`src/rtl/gate_model_bist.sv`:
```
// gate_model_bist: LFSR pattern source and MISR response compactor for BIST of combinational gate models.
// Optional feature macro GATE_BIST_COMPARE_EN builds the golden-signature comparator behind pass.
module gate_model_bist #(
  parameter int PAT_W  = 15,
  parameter int RESP_W = 10,
  parameter int CNT_W  = 16
) (
  input  logic              clk,
  input  logic              rst_n,
  input  logic              start,
  input  logic              abort,
  input  logic [CNT_W-1:0]  num_patterns,
  input  logic [PAT_W-1:0]  seed,
  output logic [PAT_W-1:0]  pat_out,
  input  logic [RESP_W-1:0] resp_in,
  input  logic [RESP_W-1:0] expected_sig,
  output logic              busy,
  output logic              done,
  output logic [RESP_W-1:0] signature,
  output logic              pass
);
  typedef enum logic [1:0] {IDLE, RUN, DONE} state_t;
  state_t state;
  logic [CNT_W-1:0] cnt;
  logic [PAT_W-1:0] lfsr_next;
  logic [RESP_W-1:0] misr_next;
  logic pass_run, pass_zero;
  // x^15+x^14+1 Fibonacci step and x^10+x^3+1 MISR absorb of the current response
  always_comb begin
    lfsr_next = {pat_out[PAT_W-2:0], pat_out[PAT_W-1] ^ pat_out[PAT_W-2]};
    misr_next = {signature[RESP_W-2:0], signature[RESP_W-1]}
              ^ ({{(RESP_W-1){1'b0}}, signature[RESP_W-1]} << 3) ^ resp_in;
  end
`ifdef GATE_BIST_COMPARE_EN
  assign pass_run  = misr_next == expected_sig;
  assign pass_zero = expected_sig == '0;
`else
  logic unused_expected;
  assign unused_expected = ^expected_sig;
  assign pass_run  = 1'b0;
  assign pass_zero = 1'b0;
`endif
  // run sequencer: abort wins over start and completion; zero-length runs go straight to DONE
  always_ff @(posedge clk or negedge rst_n) begin
    if (!rst_n) begin
      state     <= IDLE;
      pat_out   <= PAT_W'(1);
      signature <= '0;
      cnt       <= '0;
      busy      <= 1'b0;
      done      <= 1'b0;
      pass      <= 1'b0;
    end else if (abort) begin
      state     <= IDLE;
      signature <= '0;
      cnt       <= '0;
      busy      <= 1'b0;
      done      <= 1'b0;
      pass      <= 1'b0;
    end else if (state != RUN && start) begin
      signature <= '0;
      cnt       <= num_patterns;
      if (num_patterns != '0) begin
        state   <= RUN;
        pat_out <= seed == '0 ? PAT_W'(1) : seed;
        busy    <= 1'b1;
        done    <= 1'b0;
        pass    <= 1'b0;
      end else begin
        state   <= DONE;
        busy    <= 1'b0;
        done    <= 1'b1;
        pass    <= pass_zero;
      end
    end else if (state == RUN) begin
      pat_out   <= lfsr_next;
      signature <= misr_next;
      cnt       <= cnt - 1'b1;
      if (cnt == CNT_W'(1)) begin
        state <= DONE;
        busy  <= 1'b0;
        done  <= 1'b1;
        pass  <= pass_run;
      end
    end
  end
endmodule

```
`config.mk`:
```
export PLATFORM = sky130hd
export DESIGN_NAME = gate_model_bist
export DESIGN_NICKNAME = d
export VERILOG_FILES = /design/src/rtl/gate_model_bist.sv
export SDC_FILE = /design/constraint.sdc
export NUM_CORES = 1
export LEC_CHECK = 0
export ABC_CLOCK_PERIOD_IN_PS = 2200
export CORE_ASPECT_RATIO = 0.75
export CORE_MARGIN = 1
export CORE_UTILIZATION = 30
export CTS_BUF_LIST = sky130_fd_sc_hd__clkbuf_4 sky130_fd_sc_hd__clkbuf_8
export DETAILED_ROUTE_END_ITERATION = 10
export DONT_BUFFER_PORTS = 1
export PLACE_DENSITY = 0.52
export SKIP_LAST_GASP = 1
export SYNTH_ARGS = -nofsm -noshare
export SYNTH_HDL_FRONTEND = slang
export SYNTH_SLANG_ARGS = --single-unit
```
`constraint.sdc`:
```
create_clock -name clk -period 2.2 [get_ports clk]
set_input_delay 0.33 -clock clk [delete_from_list [all_inputs] [get_ports clk]]
set_output_delay 0.33 -clock clk [all_outputs]
set_load 0.05 [all_outputs]
```
== Yosys cells after proc, flatten, opt, wreduce, memory -nomap -nowiden ==
Index checks and enable logic that the tools add are counted.

* Flip-flop bits (word level): 46
* Input bits: 55

* Reductions and logical operators: 8
* Mux-type cells: 27
* Add/subtract/negate cells: 1
* Eq/ne operators: 4
* Bitwise operators: 4

{| class="wikitable"
|+ Operators with widths
! cell !! number
|-
| 15-bit two-way mux || 4
|-
| 16-bit two-way mux || 3
|-
| 10-bit two-way mux || 3
|-
| 16-bit by 1-bit == test with 1-bit output, second input constant || 1
|-
| 16-bit nonzero test || 1
|-
| 16-bit by 1-bit subtractor with 16-bit output, second input constant || 1
|-
| 15-bit logical NOT || 1
|-
| 1-bit two-way mux || 12
|-
| 2-bit two-way mux || 5
|-
| 10-bit bitwise XOR || 1
|-
| 10-bit by 4-bit bitwise XOR with 10-bit output || 1
|-
| 3-bit nonzero test || 2
|-
| 2-bit by 1-bit != test with 1-bit output, second input constant || 2
|-
| 3-bit AND reduction || 1
|-
| 2-bit by 1-bit == test with 1-bit output, second input constant || 1
|-
| 2-bit AND reduction || 1
|-
| 2-bit nonzero test || 1
|-
| 1-bit logical AND || 1
|-
| 1-bit inverter || 1
|-
| 1-bit bitwise XOR || 1
|}

== Longest topological paths before layout ==
* Depth after elaboration: 5
* Mapped depth: 6
* Depth with buffers taken out: 6

== Worst setup path before layout ==
No wires, ideal clock.

* Path kind: reg-to-reg
* Start point: register done (netlist name)
* End point: register pat_out[10]
* Period minus slack after synthesis: 1.995 ns
* Slack: 0.205 ns
* Arrival: 1.870 ns
* Path buffers: 2
* Stages on the path, launching flop included: 7
* Cell sequence: dfrtp_1 -> nand2b_1 -> buf_4 -> nand2_4 -> buf_2 -> mux2_2 -> mux2_4

{| class="wikitable"
|+ RTL lines
! what !! line !! source
|-
| end signal, assigned || 65 || <nowiki>pat_out <= seed == '0 ? PAT_W'(1) : seed;</nowiki>
|-
| end signal, assigned || 76 || <nowiki>pat_out <= lfsr_next;</nowiki>
|-
| end, declared || 14 || <nowiki>output logic [PAT_W-1:0] pat_out,</nowiki>
|}

== Final worst setup path ==
* Start point: register cnt[1]
* End point: register cnt[10]

* Longest elaborated chain between the ends: 4

{| class="wikitable"
|+ RTL lines
! what !! line !! source
|-
| start, declared || 24 || <nowiki>logic [CNT_W-1:0] cnt;</nowiki>
|-
| start signal, assigned || 62 || <nowiki>cnt <= num_patterns;</nowiki>
|-
| start signal, assigned || 78 || <nowiki>cnt <= cnt - 1'b1;</nowiki>
|-
| 16-bit by 1-bit subtractor with 16-bit output || 78 ||
|-
| 16-bit two-way mux || 75 || <nowiki>end else if (state == RUN) begin</nowiki>
|-
| 16-bit two-way mux || 60 || <nowiki>end else if (state != RUN && start) begin</nowiki>
|-
| 16-bit two-way mux || 53 || <nowiki>end else if (abort) begin</nowiki>
|}

Every way passes these cells. The select of a mux whose other input is x is not followed.
A chain may end at the register's enable or synchronous reset.

==> impl_metrics.tcl <==
set metrics [dict create \
    status "finished clean" \
    worst_pin_slew_ns 0.786 \
    postCtsSetupBuffers 0 \
    rr_startpoint "cnt[1]" \
    antenna_found_initial 0 \
    cts_htree_levels 2 \
    min_path_cells 1 \
    drc 0 \
    synth_edf_count 0 \
    cts-buffers-inserted 5 \
    synth_flop_cell "dfrtp_1" \
    synth_top_area_share_pct 40.2 \
    mostFrequentLayoutCells "dfrtp_1 (42), nor2_1 (21), mux2_2 (21)" \
    setup_viol 0 \
    cp.required_ns 2.43 \
    cts_tree "yes" \
    slew_headroom_pct 47.5 \
    timing.fmax_ghz 0.521 \
    finalNetCount 305 \
    clockBufferDepth 2 \
    hold_viol 0 \
    grt_pass1_wl_um 10600 \
    rr_worst_depth 6 \
    drive_gt1_share_pct 26.5 \
    hold_end "signature[2]" \
    vias 1957 \
    path_class "flop to flop" \
    crit_fanout 5 \
    leakage_nw 1.16 \
    diodes 0 \
    hpwl_um 4660 \
    cpLargestDelayFamily "simple AND/OR/NAND/NOR gates" \
    syn_to_final_growth_pct 11.2 \
    startpoint_type "flop" \
    coreArea_mm2 0.00845 \
    wl_met3_um 453 \
    postSynthAreaPerCell_um2 10.7 \
    die_y_um 82.8 \
    slew_viol_final 0 \
    powerDensity_mw_per_mm2 1070 \
    die_w_um 110 \
    finalPower_w 0.00311 \
    syn_area_mm2 0.00261 \
    ys_seq_elements 43 \
    min-delay-start "abort" \
    fin_crit_sh_pct 87.2 \
    clock-sinks 43 \
    hp-class "input port to flop" \
    cp_cell_sequence "inv_1 -> ha_1 -> nor3b_4 -> nand2_2 -> or4_1 -> a31oi_1" \
    yosysSeqAreaShare_pct 41.2 \
    overflow 0 \
    core.rowCount 29 \
    grt_max_degree 44 \
    fin_skew_ns 0.00833 \
    ys_warn_count 0 \
    grt_pass1_vias 1939 \
    crit_path_max_incr_delay_ns 0.47 \
    grt_use_total_pct 15.1 \
    ys_types 55 \
    start_util_pct 30.9 \
    cp_slowest_cell "or4_1" \
    syn_inst 244 \
    ioPinCount 83 \
    cts_root_buffer "clkbuf_8" \
    io_buffers 0 \
    hold_buffers 2 \
    antenna_left 0 \
    r2r_slack_ns 0.28 \
    path_clk_slew_ns 0.09 \
    wl_met2_um 2920 \
    dieArea_mm2 0.00909 \
    syn_nets 301 \
    firstDrtPassIters 4 \
    routed.top_layer "met4" \
    yosys-top-cells-area "dfrtp_1 (40%), mux2_2 (9.0%), mux2_4 (5.7%), xnor2_1 (3.7%), a31oi_1 (3.1%)" \
    yosys.area.top_type "dfrtp_1" \
    fin_crit_ns 1.92 \
    rsz0062_at_grt "no" \
    max-cap-violations 0 \
    place.gp.congestion 0.797 \
    wire_per_inst_um 18.2 \
    cts_resized 0 \
    crit_arrival_ns 2.15 \
    wl_met1_um 3080 \
    worst_r2r_endpoint "cnt[10]" \
    synth-async-reset-ratio_pct 100 \
    routed_wl_um 6510 \
    vdd_drop_max_uv 488 \
    final_common_cell "dfrtp_1" \
    critPathCaptureType "flop" \
    routed_via_density 5.48 \
    first_iter_violations 116 \
    fin_tns_setup_ns 0 \
    clk_latency_ns 0.31 \
    cp_num_buf_inv 1 \
]
## layout make-up
class	count	area, µm²
clock buffer	6	82.6
clock inverter	2	38.8
fill	831	5550
inverter	5	18.8
multi-input combinational	180	1420
sequential	43	1080
tap	108	135
timing repair buffer	13	133
## worst max path at each step
stage                start     endpoint  depth (start not counted)
floorplan             done  pat_out[10]                          6
global placement    cnt[1]      cnt[10]                          6
detailed placement  cnt[1]      cnt[10]                          6
CTS                 cnt[1]      cnt[10]                          6
global route        cnt[1]       cnt[8]                          7
finish              cnt[1]      cnt[10]                          6
## worst reg2reg max path: stages, from the launching register on
cell and delay (ns):
dfrtp_1 0.42, inv_1 0.14, ha_1 0.20, nor3b_4 0.34
nand2_2 0.10, or4_1 0.47, a31oi_1 0.17
## synthesized netlist by cell type, drive strengths merged (2+ instances only)
cell	count
dfrtp	42
xnor2	11
ha	2
nand2b	2
o211a	2
mux2	31
xor2	4
a22oi	2
buf	11
nor2b	2
a31oi	14
nand4	6
nand2	12
o311ai	3
nor3	5
nor4	11
or3	4
nor3b	2
a21oi	9
mux2i	3
clkbuf	5
nand3	3
inv	4
or4	3
a211oi	6
nor2	23
a2111oi	4
o21ai	7
## per-layer routing
layer  global-route usage (%)  vias up
li1                         -      917
met1                     21.9      980
met2                     21.9       54
met3                     4.71        6
met4                     3.39        0
met5                        0        -
## sequential cells by signal, summed over array words and instances, names as in the netlist
signal,count
cnt,16
done,1
signature,10
state,1
pat_out,15
## where the power goes
part | switching, W | internal [W]
logic | 0.000307 | 0.000412
clock network | 0.000305 | 0.000374
registers | 0.000739 | 0.000969
total | 0.00135 | 0.00176
## stage by stage
step	setup slack (ns)	hold slack (ns)	cell area, µm²	cells	util (%)
final	0.281	0.0765	2910	357	34.4
after global routing	0.145	0.0522	2910	357	34.4
after CTS	0.278	0.0671	2910	357	34.4
after detailed placement	0.293	0.0374	2750	347	32.5
after global placement	0.328	0.0361	2750	347	32.5
after floorplan	0.205	0.0344	2610	244	-
## kinds of logic after synthesis
| kind of cell | after synthesis | share of synthesized area [%] |
|---|---|---|
| simple gates | 75 | 18.0 |
| compound gates | 53 | 14.3 |
| flops | 43 | 41.2 |
| mux | 34 | 15.9 |
| buf+inv | 21 | 4.45 |
| xor+xnor | 15 | 5.03 |
| fa+ha+maj | 2 | 0.957 |
| other cells | 1 | 0.143 |
No activity file was read; power rests on OpenSTA's default activity.
